<file path="config.mk">
export PLATFORM = sky130hd
export DESIGN_NAME = avalon_ctrl_master
export DESIGN_NICKNAME = d
export VERILOG_FILES = /design/src/rtl/avalon_ctrl_master.sv
export SDC_FILE = /design/constraint.sdc
export NUM_CORES = 1
export LEC_CHECK = 0
export BUFFER_PORTS_ARGS = -buffer_cell sky130_fd_sc_hd__buf_2
export CAP_MARGIN = 30
export CORE_MARGIN = 8
export CORE_UTILIZATION = 49
export CTS_CLUSTER_DIAMETER = 80
export DETAILED_ROUTE_END_ITERATION = 12
export MAX_ROUTING_LAYER = met4
export PLACE_DENSITY = 0.87
export SYNTH_ARGS = -nofsm -noshare
export SYNTH_HDL_FRONTEND = slang
export SYNTH_SLANG_ARGS = --single-unit
</file>
<file path="constraint.sdc">
create_clock -name clk -period 2.31 [get_ports clk]
set_input_delay 0.231 -clock clk [delete_from_list [all_inputs] [get_ports clk]]
set_output_delay 0.231 -clock clk [all_outputs]
set_load 0.05 [all_outputs]
</file>
<file path="src/rtl/avalon_ctrl_master.sv">
// avalon_ctrl_master: single-outstanding Avalon-MM master for register access.
// A requester holds wr_rq or rd_rq until action_done pulses. Every output is a flop.
// Strobes and address change on the edge that enters or leaves WRITE/READ.
// action_done and rd_valid follow the DONE state by one cycle.
// Optional feature: define AVM_TIMEOUT_EN to build the TIMEOUT_CYCLES watchdog.
// Without that macro the master waits on the slave indefinitely and err stays 0.
module avalon_ctrl_master #(
    parameter int          BYTE_ADDR      = 1,
    parameter logic [15:0] TIMEOUT_CYCLES = 16'd1024
) (
    input  logic        clk,
    input  logic        reset,
    input  logic        wr_rq,
    input  logic        rd_rq,
    input  logic [31:0] wr_adr,
    input  logic [31:0] rd_adr,
    input  logic [31:0] wr_data,
    output logic [31:0] rd_data,
    output logic        rd_valid,
    output logic        action_done,
    output logic [31:0] avm_address,
    output logic        avm_write,
    output logic        avm_read,
    output logic [31:0] avm_writedata,
    input  logic [31:0] avm_readdata,
    input  logic        avm_waitrequest,
    input  logic        avm_readdatavalid,
    output logic        err
);

    typedef enum logic [2:0] {IDLE, WRITE, READ, WAIT_RDV, DONE, GAP} state_t;

    state_t      state, state_d;
    logic [31:0] avm_address_d, avm_writedata_d, rd_data_d;
    logic        avm_write_d, avm_read_d, rd_valid_d, action_done_d;
    logic        is_read, is_read_d;

`ifdef AVM_TIMEOUT_EN
    logic [15:0] wd_cnt, wd_cnt_d;
    logic        err_d;
`else
    logic        unused_timeout;
    assign unused_timeout = ^TIMEOUT_CYCLES;
    assign err = 1'b0;
`endif

    // Register offsets become byte addresses when BYTE_ADDR is set.
    function automatic logic [31:0] map_addr(input logic [31:0] adr);
        return (BYTE_ADDR != 0) ? {adr[29:0], 2'b00} : adr;
    endfunction

    // Next state and next value of every registered output.
    always_comb begin
        // NOTE: every variable gets a default here, so no path can leave one unassigned and infer a latch.
        state_d         = state;
        avm_address_d   = avm_address;
        avm_writedata_d = avm_writedata;
        rd_data_d       = rd_data;
        avm_write_d     = 1'b0;
        avm_read_d      = 1'b0;
        rd_valid_d      = 1'b0;
        action_done_d   = 1'b0;
        is_read_d       = is_read;
`ifdef AVM_TIMEOUT_EN
        wd_cnt_d        = 16'd0;
        err_d           = err;
`endif
        case (state)
            IDLE: begin
                if (wr_rq) begin
                    avm_address_d   = map_addr(wr_adr);
                    avm_writedata_d = wr_data;
                    avm_write_d     = 1'b1;
                    is_read_d       = 1'b0;
                    state_d         = WRITE;
                end else if (rd_rq) begin
                    avm_address_d = map_addr(rd_adr);
                    avm_read_d    = 1'b1;
                    is_read_d     = 1'b1;
                    state_d       = READ;
                end
            end
            WRITE: begin
                if (!avm_waitrequest) state_d = DONE;
                else                  avm_write_d = 1'b1;
            end
            READ: begin
                if (!avm_waitrequest) begin
                    if (avm_readdatavalid) begin
                        rd_data_d = avm_readdata;
                        state_d   = DONE;
                    end else begin
                        state_d = WAIT_RDV;
                    end
                end else begin
                    avm_read_d = 1'b1;
                end
            end
            WAIT_RDV: begin
                if (avm_readdatavalid) begin
                    rd_data_d = avm_readdata;
                    state_d   = DONE;
                end
            end
            DONE: begin
                action_done_d = 1'b1;
                rd_valid_d    = is_read;
                state_d       = GAP;
            end
            GAP:     state_d = IDLE;
            default: state_d = IDLE;
        endcase
`ifdef AVM_TIMEOUT_EN
        // The watchdog counts every busy cycle and aborts only if no progress was made this cycle.
        if (state == WRITE || state == READ || state == WAIT_RDV) begin
            wd_cnt_d = wd_cnt + 16'd1;
            if (state_d == state && ({1'b0, wd_cnt} + 17'd1 >= {1'b0, TIMEOUT_CYCLES})) begin
                avm_write_d = 1'b0;
                avm_read_d  = 1'b0;
                rd_data_d   = 32'hDEAD_BEEF;
                err_d       = 1'b1;
                state_d     = DONE;
            end
        end
`endif
    end

    // State and output registers; reset aborts any transaction in flight.
    always_ff @(posedge clk or negedge reset) begin
        if (!reset) begin
            state         <= IDLE;
            avm_address   <= 32'd0;
            avm_writedata <= 32'd0;
            rd_data       <= 32'd0;
            avm_write     <= 1'b0;
            avm_read      <= 1'b0;
            rd_valid      <= 1'b0;
            action_done   <= 1'b0;
            is_read       <= 1'b0;
`ifdef AVM_TIMEOUT_EN
            wd_cnt        <= 16'd0;
            err           <= 1'b0;
`endif
        end else begin
            // NOTE: non-blocking assignments so every flop samples pre-edge values.
            state         <= state_d;
            avm_address   <= avm_address_d;
            avm_writedata <= avm_writedata_d;
            rd_data       <= rd_data_d;
            avm_write     <= avm_write_d;
            avm_read      <= avm_read_d;
            rd_valid      <= rd_valid_d;
            action_done   <= action_done_d;
            is_read       <= is_read_d;
`ifdef AVM_TIMEOUT_EN
            wd_cnt        <= wd_cnt_d;
            err           <= err_d;
`endif
        end
    end

endmodule

</file>
## Word-level counts from Yosys, hierarchy flattened

Index checks and enable logic that the tools add are counted.

| word-level totals | value |
|---|---|
| register bits after elaboration | 104 |
| input port bits | 134 |
| word-level logic and storage cells | 46 |
| output and inout bits | 101 |

| cells by class | value |
|---|---|
| muxes and demuxes | 22 |
| equal/unequal tests | 8 |
| reduce and logical (&&, ||, !) cells | 7 |

Operator list:

| kind | number |
|---|---|
| 32-bit two-way mux | 4 |
| 32-bit one-hot mux with 2 select lines | 1 |
| 3-bit two-way mux | 6 |
| 3-bit one-hot mux with 5 select lines | 1 |
| 1-bit two-way mux | 8 |
| 3-bit by 2-bit == test with 1-bit output (second input constant) | 2 |
| 2-bit inequality test (second input constant) | 3 |
| 2-bit AND reduction | 3 |
| 1-bit one-hot mux with 2 select lines | 2 |
| 4-bit AND reduction | 1 |
| 2-bit nonzero test | 2 |
| 3-bit by 1-bit == test with 1-bit output (second input constant) | 1 |
| 3-bit == test (second input constant) | 1 |
| 3-bit zero test | 1 |
| 3-bit inequality test (second input constant) | 1 |

## Longest topological paths before layout

Gate-level depths: netlist of the first run.

| depth | value |
|---|---|
| word-level depth | 3 |
| gate-level depth with buffers | 6 |
| mapped depth without buffers | 3 |

## Worst setup path before layout of the first run

No wires, ideal clock.

| timing | value |
|---|---|
| path type | reg2reg |
| start point | reg state[0] |
| end point | reg avm_writedata[0] |
| data arrival time | 1.387 ns |
| period minus slack after synthesis | 1.512 ns |
| path slack | 0.798 ns |
| library setup time | 0.125 ns |
| stages on the path, launching flop included | 7 |
| path buffers | 3 |
| required time | 2.185 ns |
| cell sequence | dfrtp_1 buf_6 nor3_2 and2_1 buf_6 buf_12 mux2_4 |

| on the way | value |
|---|---|
| longest elaborated chain between the ends | 2 |

Ends and longest elaborated chain:

| element | RTL line | RTL |
|---|---|---|
| start: declaration | 33 | `state_t state, state_d;` |
| start signal: assignment | 146 | `state <= state_d;` |
| 3-bit zero test | 68 | `case (state)` |
| 2-bit AND reduction (no line) | - |  |
| end signal: assignment | 148 | `avm_writedata <= avm_writedata_d;` |
| end: declaration | 24 | `output logic [31:0] avm_writedata,` |

Every way passes these cells.
A chain may end at the register's enable or synchronous reset.

## Worst setup path in the final report of the first run

| timing | value |
|---|---|
| start point | reg state[0] |
| end point | reg avm_address[24] |

| on the way | value |
|---|---|
| longest elaborated chain between the ends | 2 |

Ends and longest elaborated chain:

| element | RTL line | RTL |
|---|---|---|
| 3-bit zero test | 68 |  |
| 2-bit AND reduction (no line) | - |  |
| end signal: assignment | 147 | `avm_address <= avm_address_d;` |
| end: declaration | 21 | `output logic [31:0] avm_address,` |

Every way passes these cells.

==> results by group, run 1 <==
Worst hold path
  – Hold Path Origin: avm_readdata[20]
  – Worst hold-check path type: primary input to flop

GRT
  – Vias in the first global route: 3691
  – Pin count of the biggest net entering global routing: 58
  – Global-route wire length before repair: 18500 µm
  – Gr usage total: 18.7%
  – Grt ovf: 0
  – Initial antenna violation count: 0

Final layout
  – Nets@finish: 645
  – Number of inserted diodes: 0
  – Multi-input gate area: 1860 µm²
  – Area growth from synthesis to layout: 30.3%
  – Commonest non-fill, non-tap cells in the layout: buf_2, dfrtp_1, mux2_2, mux2_4, clkbuf_8
  – Most common cell after layout, fill and taps aside: buf_2
  – Area taken by flip-flops and latches: 2550 µm²
  – Share of cells above drive strength 1: 73.6%
  – Final core occ: 65.4%
  – Fill cells: 725

Pwr
  – Combinational power share: 59.5%
  – Pleak: 3.12 nW
  – Pwr/cell area: 1770 nW/µm²
  – Internal power: 0.00527 W
  – P_sw: 0.00540 W
  – Sw Share: 50.6%
  – Sequential Power Share: 29.8%
  – Peak supply drop: 944 µV
  – Clk pwr share: 10.7%

Worst setup path
  – Setup crit end kind: flop
  – Critical Path Source Type: flop
  – Crit-path max FO: 27
  – CP delay by family, top: flip-flops
  – Worst Path Arrival: 2.07 ns
  – RR Startpoint: state[0]
  – Cells along the critical path: nor3_2 > o21a_1 > buf_12 > mux2_2
  – Critical Path RT: 2.54 ns
  – Crit path launch: state[0]
  – Buf/Inv on CP: 1
  – Reg2Reg Setup Slack: 0.47 ns
  – Critical path's largest stage delay: 0.51 ns
  – Critical-path top delay cell: dfrtp_1
  – Kind of critical path: flop to flop

Synth
  – Yosys reg bits: 102
  – Post-synth EDFFs: 0
  – Ys flop type: dfrtp_1
  – Asr flop ratio synth: 100%
  – Syn. warnings: 0
  – Sequential-to-total area share from yosys stat: 55.3%
  – Syn Std Cell Area: 4620 µm²
  – Area fraction of the dominant cell type after synthesis: 55.3%
  – Post-synth cell types: 32
  – Largest cells by area after synthesis: dfrtp_1, mux2_4, mux2_2, buf_6, buf_12
  – Syn Area/Cell: 16.4 µm²
  – Post-Syn Instances: 282
  – Area leader, netlist: dfrtp_1

Timing
  – Slew of the pin with the lowest slew margin: 0.637 ns
  – Post-Route Skew: 0.00685 ns
  – Slew Limit Headroom: 57.5%
  – Final period utilization: 79.6%
  – Endpoints failing setup: 0
  – Pins Over Slew Limit: 0
  – Unrepaired setup endpoints after global routing: no
  – Final hold vios: 0
  – Setup TNS: 0 ns
  – Period minus WS final: 1.84 ns
  – Fmax: 544 MHz

Clocking
  – Worst skew pair latency: 0.34 ns
  – Num Clock Sinks: 102
  – Clk buf depth: 2
  – Post-CTS Resized: 0
  – TritonCTS Buffers: 9
  – Clk pin slew, worst setup/hold paths: 0.10 ns
  – CTS tree: built
  – H-tree depth: 3
  – Root Buffer: clkbuf_8

Die
  – Die ar.: 12800 µm²
  – Row count: 35
  – CORE AREA: 9200 µm²
  – Initial core utilization: 50.2%
  – Die Wd: 113 µm
  – Die Span Y: 113 µm
  – I/O pin count: 235

Routing
  – DR pass1 iterations: 5
  – Final ANT Viol Nets: 0
  – Via density: 5.08
  – Routed wire length: 11800 µm
  – # DRC: 0
  – Routed len/inst: 18.8 µm
  – Via Count: 3188
  – 1st-iter DRT viols: 99

Run
  – Max Cap Violations: 0

Placed design
  – Placer congestion estimate: 0.784
  – DP Wirelength: 9160 µm
  – Port bufs: 227

Status
  – Outcome: completed
-- kinds of logic after synthesis --
group / synth area share (%)
flops: 55.3
compound gates: 2.33
mux: 35.5
buf+inv: 4.61
other cells: 0.0812
simple gates: 2.22
-- power by group through the flow --
stage | clock network [W] | registers [W] | logic [W]
2_1_floorplan | 0 | 0.00621 | 0.00197
3_3_place_gp | 0 | 0.00314 | 0.00629
3_5_place_dp | 0 | 0.00322 | 0.00638
4_1_cts | 0.00118 | 0.00319 | 0.00641
5_1_grt | 0.00125 | 0.00329 | 0.00659
6_report | 0.00114 | 0.00319 | 0.00635
-- cell usage after synthesis (2+ instances only) --
cell type / n
a21oi_1: 3
and2_1: 2
buf_12: 3
buf_2: 2
buf_4: 5
buf_6: 8
clkbuf_1: 2
dfrtp_1: 102
inv_1: 2
mux2_2: 66
mux2_4: 59
nor2_1: 3
nor3_1: 3
nor3b_1: 2
o21ai_0: 2
o31ai_1: 2
-- what timing repair did --
action | 4_1_cts | 5_1_grt
buffers inserted | 0 | 0
endpoints found under the hold margin | 45 | 0
hold buffers | 1 | 0
-- path summary, 6_finish.rpt --
check	endpoint	cells past startpoint
max in group asynchronous	avm_writedata[19]	3
min reg2reg	is_read	2
max	avm_address[24]	4
max reg2reg	avm_address[24]	4
min in group asynchronous	rd_data[13]	2
min	rd_data[20]	2
-- metal layers --
layer / track usage, % / part of all wire [%]
met5: - / 0
met1: 20.9 / 40
met4: 4.88 / 1.1
met3: 4.74 / 5.6
met2: 32.5 / 53
-- stage by stage --
step | hold WS, ns | std cells | instance area (µm²) | total power (W) | setup WS (ns)
after floorplan | -0.0646 | 284 | 4630 | 0.00819 | 0.798
after detailed placement | 0.285 | 610 | 5810 | 0.00960 | 0.484
final | 0.107 | 627 | 6020 | 0.0107 | 0.471
after global placement | 0.261 | 610 | 5810 | 0.00943 | 0.526
after CTS | 0.0845 | 627 | 6020 | 0.0108 | 0.470
after global routing | 0.0753 | 627 | 6020 | 0.0111 | 0.342
-- flip-flops by register name, summed over array words and instances (netlist names) --
signal	cells
avm_writedata	32
rd_data	32
avm_address	30
state	3
action_done	1
avm_read	1
avm_write	1
is_read	1
rd_valid	1
-- area by class of cell --
cell class	count	share of cell area, %
clock buffers	10	2.12
clock inverters	6	1.19
inverters	2	0.125
multi-input cells	160	30.9
flip-flops and latches	102	42.4
well taps	111	2.31
repair buffers	236	20.9
Note: power is estimated with default switching activity, not from simulation.
==> inputs of run 2 (changes only) <==
Settings changed: CORE_UTILIZATION 49 to 46, PLACE_DENSITY 0.87 to 0.83.
Clock period 2.31 ns to 1.9 ns, I/O delays scaled along.
==> results by group, run 2 (same netlist as run 1, synthesis figures left out) <==
Worst setup path
  – Setup crit end kind: flop
  – Critical Path RT: 2.17 ns
  – Cells along the critical path: nor3_2 > and2_2 > buf_12 > mux2_2
  – Crit-path max FO: 20
  – Kind of critical path: flop to flop
  – Critical Path Source Type: flop
  – Critical path's largest stage delay: 0.49 ns
  – Critical-path top delay cell: dfrtp_1
  – Worst Path Arrival: 1.91 ns

GRT
  – Pin count of the biggest net entering global routing: 62
  – Vias in the first global route: 3558
  – Initial antenna violation count: 0
  – Global-route wire length before repair: 18000 µm
  – Gr usage total: 17.8%
  – Grt ovf: 0

Final layout
  – Number of inserted diodes: 0
  – Post-route insts no fill: 651
  – Share of cells above drive strength 1: 73.9%
  – Area growth from synthesis to layout: 31.6%
  – Top flop regs: avm_writedata x32, rd_data x32, avm_address x30
  – Fill cells: 756
  – Commonest non-fill, non-tap cells in the layout: buf_2, dfrtp_1, mux2_2, mux2_4, clkbuf_8
  – Nets@finish: 648
  – Multi-input gate area: 1860 µm²
  – Area taken by flip-flops and latches: 2550 µm²
  – Most common cell after layout, fill and taps aside: buf_2

Placed design
  – # placed instances: 635
  – Placer congestion estimate: 0.821
  – DP Wirelength: 9110 µm
  – Setup WS pre-CTS: 0.270 ns
  – Port bufs: 227

Timing
  – Unrepaired setup endpoints after global routing: no
  – Slew of the pin with the lowest slew margin: 0.524 ns
  – Fin worst setup slack: 0.256 ns
  – Period minus WS final: 1.64 ns
  – Endpoints failing setup: 0
  – Pins Over Slew Limit: 0
  – Post-Route Skew: 0.0105 ns
  – Slew Limit Headroom: 65.0%
  – Final hold vios: 0
  – Final period utilization: 86.5%
  – Fmax: 608 MHz
  – Setup TNS: 0 ns

Pwr
  – Peak supply drop: 1140 µV
  – Pleak: 3.14 nW
  – Total power: 0.0130 W
  – Pwr/cell area: 2140 nW/µm²

Die
  – I/O pin count: 235
  – Die Span Y: 116 µm
  – Die ar.: 13500 µm²
  – CORE AREA: 9770 µm²
  – Die Wd: 116 µm
  – Row count: 36
  – Initial core utilization: 47.2%

Worst hold path
  – Worst hold-check path type: primary input to flop

Clocking
  – H-tree depth: 3
  – Clk buf depth: 2
  – CTS tree: built
  – Clk pin slew, worst setup/hold paths: 0.10 ns
  – Root Buffer: clkbuf_8
  – TritonCTS Buffers: 9
  – Num Clock Sinks: 102
  – Worst skew pair latency: 0.38 ns

Routing
  – Routed len/inst: 18.1 µm
  – 1st-iter DRT viols: 152
  – # DRC: 0
  – Via density: 4.83
  – Final ANT Viol Nets: 0
  – DR pass1 iterations: 4
  – Routed wire length: 11800 µm
  – Via Count: 3147

Status
  – Outcome: completed

Run
  – Max Cap Violations: 0
[run 2: changes by cell type in the layout (fill, tap and decap cells not counted), sizes merged]
| cell | change |
|---|---|
| clkbuf | -1 |
| clkinvlp | +1 |
| buf | +3 |
| clkinv | -2 |
| inv | +1 |
[run 2: what timing repair did]
action	in CTS	in global routing
buffers inserted	0	0
endpoints found under the setup margin	0	0
gates resized for setup	0	0
hold buffers	1	0
endpoints found under the hold margin	102	0
[run 2: cell type report]
class,instances,area share (%)
Inverter,2,0.124
Clock buffer,9,2.04
Sequential cell,102,42.0
Clock inverter,6,1.15
Tap cell,133,2.74
Timing Repair Buffer,239,21.3
Multi-Input combinational cell,160,30.6
[run 2: worst paths after layout]
path | from | endpoint | slack, ns | depth (start not counted)
setup / recovery | state[2] | avm_writedata[26] | 0.26 | 4
hold / removal | avm_readdata[15] | rd_data[15] | 0.03 | 2
setup reg to reg | state[2] | avm_writedata[26] | 0.26 | 4
hold reg to reg | avm_address[17] | avm_address[17] | 0.51 | 1
max in group asynchronous | reset | rd_data[14] | 1.09 | 3
min in group asynchronous | reset | rd_data[3] | 0.33 | 3
[run 2: metal layers]
metal / GRT usage (%) / routed length, µm
met5: - / 0
met2: 30.1 / 5930
met3: 5.07 / 936
met1: 19.8 / 4720
met4: 5.96 / 170
[run 2: critical path: cells and delay by family (launching register included)]
family	cells	cell delay, ns
buffers and inverters	1	0.21
flip-flops	1	0.49
multiplexers	1	0.35
AND/OR/NAND/NOR	2	0.47
[run 2: power by group]
group | switching, W | leakage [nW] | internal (W) | total, W
combinational | 0.00523 | 1.83 | 0.00255 | 0.00778
sequential | 0.000573 | 1.22 | 0.00326 | 0.00384
clock | 0.000762 | 0.0936 | 0.000613 | 0.00137
total | 0.00656 | 3.14 | 0.00642 | 0.0130
[run 2: stage by stage]
| step | hold slack [ns] | util [%] | instance area, µm² |
|---|---|---|---|
| floorplan | -0.106 | - | 4630 |
| global placement | 0.201 | 60.1 | 5870 |
| detailed placement | 0.214 | 60.1 | 5870 |
| CTS | 0.00520 | 62.2 | 6080 |
| global route | 0.0103 | 62.2 | 6080 |
| finish | 0.0311 | 62.2 | 6080 |
==> inputs of run 3 (changes only) <==
Settings changed: CORE_UTILIZATION 46 to 41, PLACE_DENSITY 0.83 to 0.78.
Clock period 1.9 ns to 1.4 ns, I/O delays scaled along.
==> results by group, run 3 (same netlist as run 1, synthesis figures left out) <==
Timing
  – Post-Route Skew: 0.0103 ns
  – Pins Over Slew Limit: 0
  – Unrepaired setup endpoints after global routing: yes
  – Fin worst setup slack: -0.127 ns
  – Final hold vios: 0
  – Period minus WS final: 1.53 ns
  – Slew Limit Headroom: 65.1%
  – Hold slack final: 0.0212 ns
  – Final period utilization: 109%
  – Endpoints failing setup: 85
  – Slew of the pin with the lowest slew margin: 0.523 ns
  – Fmax: 655 MHz
  – Setup TNS: -7.97 ns

Die
  – Initial core utilization: 42.2%
  – Die ar.: 14900 µm²
  – I/O pin count: 235
  – CORE AREA: 10900 µm²
  – Row count: 38
  – Die Span Y: 122 µm
  – Die Wd: 122 µm

Final layout
  – Most common cell after layout, fill and taps aside: buf_2
  – Area growth from synthesis to layout: 44.1%
  – Top flop regs: avm_writedata x32, rd_data x32, avm_address x30
  – Post-route insts no fill: 682
  – Share of cells above drive strength 1: 76.6%
  – Nets@finish: 671
  – Fill cells: 846
  – Number of inserted diodes: 0
  – Commonest non-fill, non-tap cells in the layout: buf_2, dfrtp_1, mux2_4, mux2_2, buf_4

GRT
  – Initial antenna violation count: 0
  – Gr usage total: 16.5%
  – Grt ovf: 0
  – Global-route wire length before repair: 19000 µm
  – Pin count of the biggest net entering global routing: 103
  – Vias in the first global route: 3746

Placed design
  – Port bufs: 227
  – # placed instances: 658
  – Placer congestion estimate: 0.826
  – DP Wirelength: 9170 µm

Routing
  – DR pass1 iterations: 4
  – Final ANT Viol Nets: 0
  – Routed len/inst: 17.8 µm
  – 1st-iter DRT viols: 194
  – Routed wire length: 12200 µm
  – Via Count: 3253
  – # DRC: 0
  – Via density: 4.77

Status
  – Outcome: finished, violations left
  – Failing checks: setup timing

Clocking
  – CTS tree: built
  – Root Buffer: clkbuf_16
  – Clk buf depth: 2
  – H-tree depth: 3
  – Num Clock Sinks: 102
  – TritonCTS Buffers: 9
  – Clk pin slew, worst setup/hold paths: 0.07 ns
  – Worst skew pair latency: 0.34 ns

Worst setup path
  – Crit-path max FO: 6
  – Kind of critical path: flop to flop
  – Critical-path top delay cell: dfrtp_2
  – Critical path's largest stage delay: 0.44 ns
  – Setup crit end kind: flop
  – Worst Path Arrival: 1.76 ns
  – Critical Path Source Type: flop
  – Cells along the critical path: nor3_4 > and2_4 > clkbuf_16 > mux2_4
  – Critical Path RT: 1.63 ns

Run
  – Max Cap Violations: 0

Worst hold path
  – Worst hold-check path type: primary input to flop

Pwr
  – Pleak: 3.49 nW
  – Pwr/cell area: 2920 nW/µm²
  – Total power: 0.0195 W
  – Peak supply drop: 2020 µV
run 3: path summary, 6_finish.rpt:
kind                                           to  depth (start not counted)               from  slack (ns)
worst max register to register  avm_writedata[18]                          4           state[1]       -0.13
worst min register to register  avm_writedata[29]                          1  avm_writedata[29]        0.50
max in group asynchronous                state[1]                          3              reset        0.59
min in group asynchronous             rd_data[10]                          3              reset        0.41
worst max-delay path            avm_writedata[18]                          4           state[1]       -0.13
worst min-delay path            avm_writedata[22]                          2        wr_data[22]        0.02
run 3: power by group:
| part | internal, W | total [W] | switching (W) |
|---|---|---|---|
| Combinational | 0.00432 | 0.0117 | 0.00735 |
| Clock | 0.00139 | 0.00250 | 0.00110 |
| Sequential | 0.00445 | 0.00529 | 0.000842 |
| Total | 0.0102 | 0.0195 | 0.00929 |
run 3: through the flow:
step	area (µm²)	worst slack, ns	utilization [%]
after global routing	6650	-0.200	60.8
after CTS	6620	-0.133	60.5
final	6650	-0.127	60.8
after floorplan	4740	-0.0675	-
after global placement	6110	-0.148	55.8
after detailed placement	6110	-0.173	55.8
run 3: what timing repair did:
item,4_1_cts,5_1_grt
gates resized for setup,29,11
cloned,2,1
pin swaps,2,1
setup endpoints to repair,94,96
hold buffers,1,0
hold endpoints to repair,102,0
setup buffers,7,0
run 3: worst max-delay path: cells and delay by family, from the launching register on:
kind,cells,cell delay [ns]
flip-flops,1,0.44
AND/OR/NAND/NOR,2,0.50
multiplexers,1,0.29
buffers and inverters,1,0.18
run 3: area by class of cell:
class | instances | area [µm²] | area share (%)
Timing Repair Buffer | 262 | 1570 | 23.6
Tap cell | 140 | 175 | 2.63
Multi-Input combinational cell | 160 | 2050 | 30.8
Inverter | 2 | 7.51 | 0.113
Sequential cell | 102 | 2550 | 38.4
Clock buffer | 9 | 225 | 3.39
Clock inverter | 7 | 73.8 | 1.11
run 3: routing by layer:
layer | global-route usage (%) | vias up | wire length, µm
li1 | - | 1509 | -
met1 | 19.7 | 1590 | 5090
met2 | 26.8 | 143 | 6120
met3 | 3.66 | 11 | 832
met4 | 6.02 | 0 | 124
met5 | - | - | 0
